$ cat config.mk
export PLATFORM = sky130hd
export DESIGN_NAME = wb_burst_master_flat
export DESIGN_NICKNAME = d
export VERILOG_FILES = /design/src/rtl/wb_burst_master_if.sv /design/src/rtl/wb_burst_master.sv /design/src/flat_wrapper.sv
export SDC_FILE = /design/constraint.sdc
export NUM_CORES = 1
export LEC_CHECK = 0
export ABC_AREA = 0
export ABC_CLOCK_PERIOD_IN_PS = 2200
export BUFFER_PORTS_ARGS = -buffer_cell sky130_fd_sc_hd__clkbuf_2
export CORE_ASPECT_RATIO = 0.9
export CORE_MARGIN = 4
export CORE_UTILIZATION = 47
export DETAILED_ROUTE_END_ITERATION = 8
export HOLD_SLACK_MARGIN = 0.12
export PLACE_DENSITY = 0.81
export RECOVER_POWER = 100
export SYNTH_ARGS = -nofsm -noshare
export SYNTH_HDL_FRONTEND = slang
export SYNTH_SLANG_ARGS = --single-unit
$ cat constraint.sdc
create_clock -name wb_clk_i -period 2.2 [get_ports wb_clk_i]
set_input_delay 0.33 -clock wb_clk_i [delete_from_list [all_inputs] [get_ports wb_clk_i]]
set_output_delay 0.33 -clock wb_clk_i [all_outputs]
set_load 0.005 [all_outputs]
$ cat src/rtl/wb_burst_master_if.sv
// Wishbone B3 master/slave signal bundle used between wb_burst_master and
// the SDRAM controller's Wishbone slave port.
interface wb_burst_master_if #(
    parameter int AW = 26,
    parameter int DW = 32
);
    logic            wb_cyc_o;
    logic            wb_stb_o;
    logic            wb_we_o;
    logic [AW-1:0]   wb_addr_o;
    logic [DW-1:0]   wb_dat_o;
    logic [DW/8-1:0] wb_sel_o;
    logic [2:0]      wb_cti_o;
    logic            wb_ack_i;
    logic [DW-1:0]   wb_dat_i;

    modport master (
        output wb_cyc_o, wb_stb_o, wb_we_o, wb_addr_o, wb_dat_o, wb_sel_o, wb_cti_o,
        input  wb_ack_i, wb_dat_i
    );

    modport slave (
        input  wb_cyc_o, wb_stb_o, wb_we_o, wb_addr_o, wb_dat_o, wb_sel_o, wb_cti_o,
        output wb_ack_i, wb_dat_i
    );
endinterface

$ cat src/rtl/wb_burst_master.sv
// Converts single line requests into incrementing Wishbone B3 bursts, one
// request outstanding, with a no-ack timeout that aborts a stalled cycle.
module wb_burst_master #(
    parameter int AW   = 26,
    parameter int DW   = 32,
    parameter int LW   = 9,
    parameter int TO_W = 8
) (
    input  logic              wb_clk_i,
    input  logic              wb_rst_i,

    input  logic              req_i,
    input  logic              req_we_i,
    input  logic [AW-1:0]     req_addr_i,
    input  logic [LW-1:0]     req_len_i,
    output logic              req_ack_o,

    input  logic [DW-1:0]     wr_data_i,
    input  logic [DW/8-1:0]   wr_sel_i,
    output logic              wr_next_o,

    output logic [DW-1:0]     rd_data_o,
    output logic              rd_valid_o,

    output logic              done_o,
    output logic              err_o,

    wb_burst_master_if.master wb
);
    localparam int BYTES = DW / 8;

    localparam logic [1:0] ST_IDLE = 2'd0;
    localparam logic [1:0] ST_BUS  = 2'd1;
    localparam logic [1:0] ST_FIN  = 2'd2;

    localparam logic [2:0] CTI_CLASSIC = 3'b000;
    localparam logic [2:0] CTI_INCR    = 3'b010;
    localparam logic [2:0] CTI_END     = 3'b111;

    // Counter value during the last tolerated ack-less cycle: the increment
    // that would reach all-ones ends the cycle instead.
    localparam logic [TO_W-1:0] TO_LAST = {{(TO_W-1){1'b1}}, 1'b0};

    logic [1:0]      state;
    logic            we_q;
    logic            cyc_q;
    logic [AW-1:0]   addr_q;
    logic [LW-1:0]   rem;
    logic [2:0]      cti_q;
    logic [TO_W-1:0] to_cnt;

    logic [LW-1:0]   len_eff;
    logic            in_bus;
    logic            wr_beat;

    assign len_eff = (req_len_i == '0) ? LW'(1) : req_len_i;
    assign in_bus  = (state == ST_BUS);
    assign wr_beat = in_bus & we_q;

    assign wb.wb_cyc_o  = cyc_q;
    assign wb.wb_stb_o  = cyc_q;
    assign wb.wb_we_o   = we_q;
    assign wb.wb_addr_o = addr_q;
    assign wb.wb_cti_o  = cti_q;

    // Write data and byte enables flow straight from the source so a beat can
    // be consumed in the same cycle the slave acks it.
    assign wb.wb_dat_o = wr_beat ? wr_data_i : '0;
    assign wb.wb_sel_o = wr_beat ? wr_sel_i : (in_bus ? '1 : '0);
    assign wr_next_o   = wr_beat & wb.wb_ack_i;

    // NOTE: every register below uses <= so all of them see the pre-edge
    // values; a blocking assignment here would create an ordering-dependent
    // mix of old and new state.
    always_ff @(posedge wb_clk_i) begin
        if (wb_rst_i) begin
            state      <= ST_IDLE;
            we_q       <= 1'b0;
            cyc_q      <= 1'b0;
            addr_q     <= '0;
            rem        <= '0;
            cti_q      <= CTI_CLASSIC;
            to_cnt     <= '0;
            req_ack_o  <= 1'b0;
            rd_data_o  <= '0;
            rd_valid_o <= 1'b0;
            done_o     <= 1'b0;
            err_o      <= 1'b0;
        end else begin
            req_ack_o  <= 1'b0;
            rd_valid_o <= 1'b0;
            done_o     <= 1'b0;
            err_o      <= 1'b0;

            case (state)
                ST_IDLE: begin
                    if (req_i) begin
                        state     <= ST_BUS;
                        we_q      <= req_we_i;
                        cyc_q     <= 1'b1;
                        addr_q    <= req_addr_i;
                        rem       <= len_eff;
                        cti_q     <= (len_eff == LW'(1)) ? CTI_CLASSIC : CTI_INCR;
                        to_cnt    <= '0;
                        req_ack_o <= 1'b1;
                    end
                end

                ST_BUS: begin
                    if (wb.wb_ack_i) begin
                        to_cnt <= '0;
                        addr_q <= addr_q + AW'(BYTES);
                        rem    <= rem - LW'(1);
                        if (!we_q) begin
                            rd_data_o  <= wb.wb_dat_i;
                            rd_valid_o <= 1'b1;
                        end
                        if (rem == LW'(1)) begin
                            state  <= ST_FIN;
                            cyc_q  <= 1'b0;
                            we_q   <= 1'b0;
                            cti_q  <= CTI_CLASSIC;
                            done_o <= 1'b1;
                        end else if (rem == LW'(2)) begin
                            cti_q <= CTI_END;
                        end
                    end else if (to_cnt == TO_LAST) begin
                        state  <= ST_IDLE;
                        cyc_q  <= 1'b0;
                        we_q   <= 1'b0;
                        cti_q  <= CTI_CLASSIC;
                        to_cnt <= '0;
                        err_o  <= 1'b1;
                    end else begin
                        to_cnt <= to_cnt + TO_W'(1);
                    end
                end

                ST_FIN: begin
                    state <= ST_IDLE;
                end

                default: begin
                    state <= ST_IDLE;
                end
            endcase
        end
    end
endmodule

$ cat src/flat_wrapper.sv
// flat-port wrapper written by rule: the top's interface ports become plain ports
module wb_burst_master_flat 
#(
    parameter int AW   = 26,
    parameter int DW   = 32,
    parameter int LW   = 9,
    parameter int TO_W = 8
)
  (wb_clk_i, wb_rst_i, req_i, req_we_i, req_addr_i, req_len_i, req_ack_o, wr_data_i, wr_sel_i, wr_next_o, rd_data_o, rd_valid_o, done_o, err_o, wb_wb_cyc_o, wb_wb_stb_o, wb_wb_we_o, wb_wb_addr_o, wb_wb_dat_o, wb_wb_sel_o, wb_wb_cti_o, wb_wb_ack_i, wb_wb_dat_i);
  wb_burst_master_if #(.AW(AW), .DW(DW)) wb_i ();
  input  logic wb_clk_i;
  input  logic wb_rst_i;
  input  logic req_i;
  input  logic req_we_i;
  input  logic [AW-1:0] req_addr_i;
  input  logic [LW-1:0] req_len_i;
  output logic req_ack_o;
  input  logic [DW-1:0] wr_data_i;
  input  logic [DW/8-1:0] wr_sel_i;
  output logic wr_next_o;
  output logic [DW-1:0] rd_data_o;
  output logic rd_valid_o;
  output logic done_o;
  output logic err_o;
  output wire logic [$bits(wb_i.wb_cyc_o)-1:0] wb_wb_cyc_o;
  output wire logic [$bits(wb_i.wb_stb_o)-1:0] wb_wb_stb_o;
  output wire logic [$bits(wb_i.wb_we_o)-1:0] wb_wb_we_o;
  output wire logic [$bits(wb_i.wb_addr_o)-1:0] wb_wb_addr_o;
  output wire logic [$bits(wb_i.wb_dat_o)-1:0] wb_wb_dat_o;
  output wire logic [$bits(wb_i.wb_sel_o)-1:0] wb_wb_sel_o;
  output wire logic [$bits(wb_i.wb_cti_o)-1:0] wb_wb_cti_o;
  input wire logic [$bits(wb_i.wb_ack_i)-1:0] wb_wb_ack_i;
  input wire logic [$bits(wb_i.wb_dat_i)-1:0] wb_wb_dat_i;
  assign wb_wb_cyc_o = wb_i.wb_cyc_o;
  assign wb_wb_stb_o = wb_i.wb_stb_o;
  assign wb_wb_we_o = wb_i.wb_we_o;
  assign wb_wb_addr_o = wb_i.wb_addr_o;
  assign wb_wb_dat_o = wb_i.wb_dat_o;
  assign wb_wb_sel_o = wb_i.wb_sel_o;
  assign wb_wb_cti_o = wb_i.wb_cti_o;
  assign wb_i.wb_ack_i = wb_wb_ack_i;
  assign wb_i.wb_dat_i = wb_wb_dat_i;
  wb_burst_master #(.AW(AW), .DW(DW), .LW(LW), .TO_W(TO_W)) u_core (.wb_clk_i(wb_clk_i), .wb_rst_i(wb_rst_i), .req_i(req_i), .req_we_i(req_we_i), .req_addr_i(req_addr_i), .req_len_i(req_len_i), .req_ack_o(req_ack_o), .wr_data_i(wr_data_i), .wr_sel_i(wr_sel_i), .wr_next_o(wr_next_o), .rd_data_o(rd_data_o), .rd_valid_o(rd_valid_o), .done_o(done_o), .err_o(err_o), .wb(wb_i));
endmodule
Yosys cells after proc, flatten, opt, wreduce, memory -nomap -nowiden. Cells that the tools add are included.

Eq/ne operators: 10. Add/subtract/negate cells: 3. Bitwise operators: 6. Muxes and demuxes: 37. Reduce and logical (&&, ||, !) cells: 12.

Operator list (number): $mux 26 (2); $pmux 26 s2 (1); $mux 32 (1); $mux 9 (3); $add 26x3->26 const B (1); $mux 8 (3); $eq 9x1->1 const B (2); $pmux 9 s2 (1); $pmux 8 s2 (1); $mux 3 (5); $mux 2 (5); $eq 9x2->1 const B (1); $logic_not 9->1 (1); $mux 1 (9); $reduce_and 3->1 (3); $sub 9x1->9 const B (1); $add 8x1->8 const B (1); $eq 8x8->1 const B (1); $mux 4 (2); $reduce_and 4->1 (2); $ne 3x3->1 const B (2); $pmux 3 s2 (1); $reduce_or 3->1 (2); $ne 2x2->1 const B (2); 10 further kinds (15).

Output and inout port bits: 105. Input bits: 108. Logic and storage cells: 80. Register bits after elaboration: 86.

Longest topological paths before layout. Gate-level depths: netlist (run 1).

Depth in word-level cells: 6. Mapped depth: 7. Depth with buffers taken out: 6.

Worst setup path before layout (run 1). No wires, ideal clock.

Path type: register to register. From: register u_core.addr_q[6], in the netlist u_core.wb.wb_addr_o[6]. To: register u_core.addr_q[21], in the netlist u_core.wb.wb_addr_o[21]. Clock period less this slack: 1.842 ns. Setup time: 0.074 ns. Required time: 2.126 ns. Buffers on the path: 0. Stages on the path, launching flop included: 5. Arrival: 1.767 ns. Path slack: 0.358 ns. Cell sequence: dfxtp_1 > nand3_2 > or4_4 > or4b_1 > a31oi_1.

Word-level cells in the longest chain between the ends: 3.

RTL lines: start, declared (line wb_burst_master.sv:47) `logic [AW-1:0] addr_q;`; start signal, assigned (line wb_burst_master.sv:101) `addr_q <= req_addr_i;`; start signal, assigned (line wb_burst_master.sv:112) `addr_q <= addr_q + AW'(BYTES);`; $add 26x3->26 (line wb_burst_master.sv:112); $mux 26 (line wb_burst_master.sv:110) `if (wb.wb_ack_i) begin`; $pmux 26 s2 (line wb_burst_master.sv:95) `case (state)`.

Every way passes these cells. The select of a mux whose other input is x is not followed. A chain may end at the register's enable or synchronous reset.

Worst setup path in the final report (run 1).
From: register u_core.state[0]. To: output wb_wb_dat_o[23].

Word-level cells in the longest chain between the ends: 3.

RTL lines: start, declared (line wb_burst_master.sv:44) `logic [1:0] state;`; start signal, assigned (line wb_burst_master.sv:77) `state <= ST_IDLE;`; start signal, assigned (line wb_burst_master.sv:98) `state <= ST_BUS;`; start signal, assigned (line wb_burst_master.sv:119) `state <= ST_FIN;`; $eq 2x1->1 (line wb_burst_master.sv:57) `assign in_bus = (state == ST_BUS);`; $and 1x1->1 (line wb_burst_master.sv:58) `assign wr_beat = in_bus & we_q;`; $mux 32 (line wb_burst_master.sv:68) `assign wb.wb_dat_o = wr_beat ? wr_data_i : '0;`; end, declared (line flat_wrapper.sv:29) `output wire logic [$bits(wb_i.wb_dat_o)-1:0] wb_wb_dat_o;`.

Every way passes these cells.

==> impl_metrics.json, run 1 <==
{
  "outcome": "completed",
  "cts-hold-fix-buffers": 0,
  "routedWlPerCell_um": 16.6,
  "vias": 5174,
  "syn_to_final_growth_pct": 29.5,
  "fin_worst_skew_ps": 8.89,
  "path_class": "reg -> out",
  "ctsResizeCount": 0,
  "syn-num-nets": 692,
  "total_power_mw": 3.71,
  "grt_pass1_wl_um": 24000,
  "fin_ws_ps": 110,
  "hpwl_um": 11400,
  "hp-class": "in -> reg",
  "cts_root_buf": "clkbuf_8",
  "worstMarginPinSlew_ps": 640,
  "first_pass_iters": 5,
  "critical_path_arrival_ps": 1760,
  "path_cells": "buf_4, nor2b_4, buf_12, and3_1, clkbuf_1",
  "finalHoldViolations": 0,
  "regArea_um2": 1700,
  "slew_headroom": 0.573,
  "grt_pass1_vias": 4894,
  "io_pins": 213,
  "setup_viol": 0,
  "clkLatencyLatePin_ps": 360,
  "antenna_cells": 0,
  "synth_top_cell_area_share": 0.382,
  "multi_input_area_um2": 2520,
  "net-switching-power_mw": 1.16,
  "synthCells": 578,
  "globalplace.congestion": 0.931,
  "fin_area_um2": 5770,
  "drc_errors": 0,
  "endpoint_kind": "output port",
  "max_freq_mhz": 478,
  "internal-power_mw": 2.55,
  "vdd_drop_max_uv": 377,
  "nets": 891,
  "fin_crit_sh": 0.950,
  "power.density_nw_per_um2": 642,
  "die_area_um2": 11100,
  "switching_share": 0.313,
  "fill_cells": 867,
  "maxCapViolCount": 0,
  "period_minus_slack_ps": 2090,
  "synth-async-reset-ratio": 0,
  "io_buffer_count": 212,
  "core_um2": 9170,
  "rsz0062_at_grt": "false",
  "p_leak_nw": 2.43,
  "postSynthAreaPerCell_um2": 7.71,
  "avgViaCountPerCell": 5.72,
  "yosysMostFrequentCell": "nand2_1",
  "overflow": 0,
  "ys_seq_elements": 85,
  "critPathMaxFanout": 35,
  "die_h_um": 100,
  "clock_power_share": 0.312,
  "die_w_um": 111,
  "setup_tns_ps": 0,
  "yosys-top-cells-area": "dfxtp_1 (38%), nand2_1 (8.3%), a21oi_1 (7.4%)",
  "finalMaxSlewViolations": 0,
  "post_cts_buffers": 0,
  "cts_buffers": 9,
  "routed_wirelength_um": 15000,
  "placement.cell_area_um2": 5690,
  "grt_use_total": 0.258,
  "synth-seq-area-share": 0.382,
  "cts.sink_count": 85,
  "synthTopCellsByCount": "nand2_1 (98), dfxtp_1 (85), a21oi_1 (66)",
  "cts_tree": "built",
  "p_comb_frac": 0.213,
  "ys.flop_type": "dfxtp_1",
  "crit_required_ps": 1870,
  "cpMaxStageDelayCell": "dfxtp_1",
  "cpLargestDelayFamily": "buffers and inverters",
  "slowest_delay_ps": 450,
  "cts_max_level": 3,
  "ys_types": 60,
  "cp-start-kind": "register",
  "seq_power_share": 0.475,
  "clockBufferDepth": 2,
  "syn_area_um2": 4460,
  "drive_above_1_share": 0.239,
  "place_ws_ps": 233,
  "grt_max_degree": 39,
  "antenna_found_initial": 0,
  "yosysWarnings": 0,
  "initial_core_util": 0.486,
  "yosys.area.top_type": "dfxtp_1",
  "row_count": 33,
  "clkTransAtPathRegs_ps": 90,
  "synth-edff-count": 0,
  "drtIter0Drc": 412,
  "critPathBufInv": 3,
  "drtAntennaViolNets": 0
}
metal layers:
metal / global-route usage / part of all wire / vias up
met5: 0 / 0 / -
li1: - / - / 2492
met2: 0.451 / 0.50 / 257
met3: 0.0615 / 0.076 / 35
met1: 0.311 / 0.40 / 2390
met4: 0.0956 / 0.025 / 0
final cells by class:
cell class | count | share of cell area
well taps | 122 | 0.0264
repair buffers | 235 | 0.200
multi-input cells | 436 | 0.437
flip-flops and latches | 85 | 0.295
inverters | 10 | 0.00650
clock buffers | 10 | 0.0238
clock inverters | 6 | 0.0121
through the flow:
stage	std cells	util	hold slack, ps
6_report	904	0.630	185
5_1_grt	904	0.630	159
4_1_cts	904	0.643	170
3_5_place_dp	888	0.621	446
3_3_place_gp	888	0.621	441
2_1_floorplan	578	-	453
worst reg2reg max path: stages, from the launching register on:
cell and delay [ps]:
dfxtp_1 340, clkbuf_1 220, nand4_1 180, or4_4 550, or4b_1 510, a31oi_1 160
state kept, by name (all words and copies together) (netlist names):
name and cells:
u_core.rd_data_o 32, u_core.wb.wb_addr_o 26, u_core.rem 9, u_core.to_cnt 8, u_core.state 2, u_core.wb.wb_cti_o 2
u_core.done_o 1, u_core.err_o 1, u_core.rd_valid_o 1, u_core.req_ack_o 1, u_core.wb.wb_cyc_o 1, u_core.wb.wb_we_o 1
power groups by stage:
stage	clock, mW	combinational, mW	sequential, mW
3_3_place_gp	0	0.786	1.78
2_1_floorplan	0	0.453	1.77
5_1_grt	1.24	0.879	1.78
6_report	1.16	0.790	1.76
4_1_cts	1.18	0.813	1.76
3_5_place_dp	0	0.809	1.79
final timing paths:
check / startpoint / to / slack (ps) / cells after the start
worst min-delay path: wb_wb_dat_i[9] / u_core.rd_data_o[9] / 190 / 3
worst max register to register: u_core.wb.wb_addr_o[2] / u_core.wb.wb_addr_o[21] / 170 / 5
worst min register to register: u_core.rd_data_o[20] / u_core.rd_data_o[20] / 460 / 2
worst max-delay path: u_core.state[0] / wb_wb_dat_o[23] / 110 / 5
kinds of logic (layout without fill, tap and decap cells):
family / count (synthesis) / after routing / share of synthesized area
AOI/OAI and AO/OA: 159 / 159 / 0.225
xor gates and xnor gates: 6 / 6 / 0.0118
adders and majority gates: 6 / 6 / 0.0168
buffers and inverters: 57 / 261 / 0.0539
DFF: 85 / 85 / 0.382
muxes: 2 / 2 / 0.00477
and+or+nand+nor: 263 / 263 / 0.306
layout by cell type, fill, tap and decap left out, types with 4 or more instances in the layout:
cell type | netlist | routed
nor2_1 | 31 | 29
nor4b_1 | 4 | 4
a21oi_1 | 66 | 66
nand4_1 | 9 | 10
a311oi_1 | 6 | 6
ha_1 | 6 | 6
nand3_1 | 14 | 14
a211oi_1 | 12 | 12
nand3b_1 | 4 | 4
o31ai_1 | 6 | 6
o21ai_0 | 23 | 23
nor3b_1 | 4 | 4
nand2b_1 | 5 | 5
a31oi_1 | 7 | 7
nand2_1 | 98 | 98
nor3_1 | 10 | 10
and4_1 | 4 | 4
dfxtp_1 | 85 | 85
a22o_1 | 4 | 4
and2_1 | 7 | 7
or4_1 | 4 | 4
o211ai_1 | 7 | 7
and3_1 | 41 | 41
clkbuf_2 | 0 | 141
clkbuf_8 | 0 | 10
clkbuf_1 | 34 | 78
nor4_1 | 11 | 11
buf_4 | 6 | 12
a32o_1 | 6 | 6
inv_1 | 10 | 10
a21o_1 | 6 | 6
Note: power is estimated with default switching activity, not from simulation.
==> inputs of run 2 (changes only) <==
- BUFFER_PORTS_ARGS: -buffer_cell sky130_fd_sc_hd__clkbuf_2 -> not set
- CORE_UTILIZATION: 47 -> 50
- DONT_BUFFER_PORTS: not set -> 1
- PLACE_DENSITY: 0.81 -> not set
==> impl_metrics.json, run 2 (same netlist as run 1, synthesis figures left out) <==
{
  "outcome": "completed",
  "slowest_delay_ps": 420,
  "max_freq_mhz": 474,
  "maxCapViolCount": 0,
  "grt_max_degree": 65,
  "core_um2": 8650,
  "grt_pass1_vias": 4048,
  "drtAntennaViolNets": 0,
  "total_power_mw": 3.48,
  "critical_path_arrival_ps": 1780,
  "vdd_drop_max_uv": 329,
  "cts_tree": "built",
  "routedWlPerCell_um": 20.5,
  "avgViaCountPerCell": 6.11,
  "antenna_found_initial": 5,
  "worst-r2r-setup-slack_ps": 170,
  "final_cell_mix": "nand2_1 (98), dfxtp_1 (85), a21oi_1 (66)",
  "finish.utilization": 0.596,
  "hp-start": "req_addr_i[8]",
  "die_w_um": 108,
  "row_count": 32,
  "drc_errors": 0,
  "hp-class": "in -> reg",
  "cp-start-kind": "register",
  "crit_required_ps": 1870,
  "finalNonFillerCells": 731,
  "nets": 718,
  "fin_worst_skew_ps": 16.9,
  "endpoint_kind": "output port",
  "overflow": 0,
  "clockBufferDepth": 2,
  "post_cts_buffers": 0,
  "io_buffer_count": 0,
  "rsz0062_at_grt": "false",
  "cts_root_buf": "clkbuf_8",
  "setup_tns_ps": 0,
  "grt_pass1_wl_um": 22800,
  "worstMarginPinSlew_ps": 620,
  "clkLatencyLatePin_ps": 360,
  "setup_viol": 0,
  "vias": 4470,
  "routed_wirelength_um": 15000,
  "cts.sink_count": 85,
  "fin_crit_sh": 0.958,
  "initial_core_util": 0.515,
  "io_pins": 213,
  "power.density_nw_per_um2": 674,
  "clkTransAtPathRegs_ps": 90,
  "die_area_um2": 10500,
  "cp-startpoint": "u_core.state[1]",
  "drive_above_1_share": 0.0821,
  "hpwl_um": 10600,
  "slew_headroom": 0.587,
  "fill_cells": 808,
  "finalMaxSlewViolations": 0,
  "regMostFlops": "u_core.rd_data_o",
  "cts_buffers": 9,
  "placed_cells": 674,
  "period_minus_slack_ps": 2110,
  "grt_use_total": 0.275,
  "drtIter0Drc": 371,
  "place_ws_ps": 251,
  "largest_reg_flops": 32,
  "syn_to_final_growth_pct": 15.8,
  "p_leak_nw": 1.92,
  "cpMaxStageDelayCell": "dfxtp_1",
  "path_class": "reg -> out",
  "mostFrequentLayoutCell": "nand2_1",
  "fin_ws_ps": 91.7,
  "first_pass_iters": 5,
  "r2r-start": "u_core.state[0]",
  "path_cells": "buf_4, nor2b_4, buf_12, and3_1",
  "critPathMaxFanout": 33,
  "finalHoldViolations": 0,
  "globalplace.congestion": 0.873,
  "cts_max_level": 3,
  "die_h_um": 97.6
}
-- run 2: cell types whose count changed in the layout (fill, tap and decap cells not counted), moves of 2 or more --
| cell | change |
|---|---|
| diode_2 | +3 |
| clkinv_4 | +2 |
| clkbuf_4 | +2 |
| dlygate4sd3_1 | +37 |
| clkinvlp_4 | -2 |
| buf_12 | -2 |
| clkbuf_2 | -138 |
| clkbuf_1 | -71 |
-- run 2: per-layer routing --
metal | up-vias | share of wire | track usage
met2 | 202 | 0.50 | 0.474
met5 | - | 0.0014 | 0
met4 | 4 | 0.015 | 0.0786
met3 | 22 | 0.098 | 0.0877
met1 | 2091 | 0.39 | 0.324
li1 | 2151 | - | -
-- run 2: final cells by class --
| type | count | area, um2 | area share |
|---|---|---|---|
| inverters | 10 | 37.5 | 0.00728 |
| well taps | 119 | 149 | 0.0289 |
| flip-flops and latches | 85 | 1700 | 0.330 |
| repair buffers | 62 | 557 | 0.108 |
| diodes | 3 | 7.51 | 0.00146 |
| clock buffers | 9 | 124 | 0.0240 |
| multi-input cells | 436 | 2530 | 0.490 |
| clock inverters | 7 | 56.3 | 0.0109 |
-- run 2: power by group --
group	switching, mW	internal [mW]
clock	0.620	0.424
sequential	0.139	1.64
combinational	0.382	0.269
-- run 2: worst paths after layout --
path,to,depth (start not counted)
worst max register to register,u_core.to_cnt[1],5
worst max-delay path,wb_wb_dat_o[30],4
worst min register to register,u_core.rd_data_o[23],2
worst min-delay path,u_core.wb.wb_addr_o[8],2
-- run 2: metrics by stage --
step | area [um2] | hold WS [ps]
after global routing | 5160 | 128
after floorplan | 4460 | 453
after global placement | 4630 | 405
after detailed placement | 4630 | 411
after CTS | 5200 | 120
final | 5160 | 134
-- run 2: worst max-delay path, delay by kind of cell (launching register included) --
family                 cells  cell delay [ps]
and+or+nand+nor            2              560
buffers and inverters      2              430
DFF                        1              420
-- run 2: repair_timing --
item | CTS | global route
hold endpoints to repair | 66 | 1
setup endpoints to repair | 0 | 0
gates resized for setup | 0 | 0
hold buffers | 37 | 1
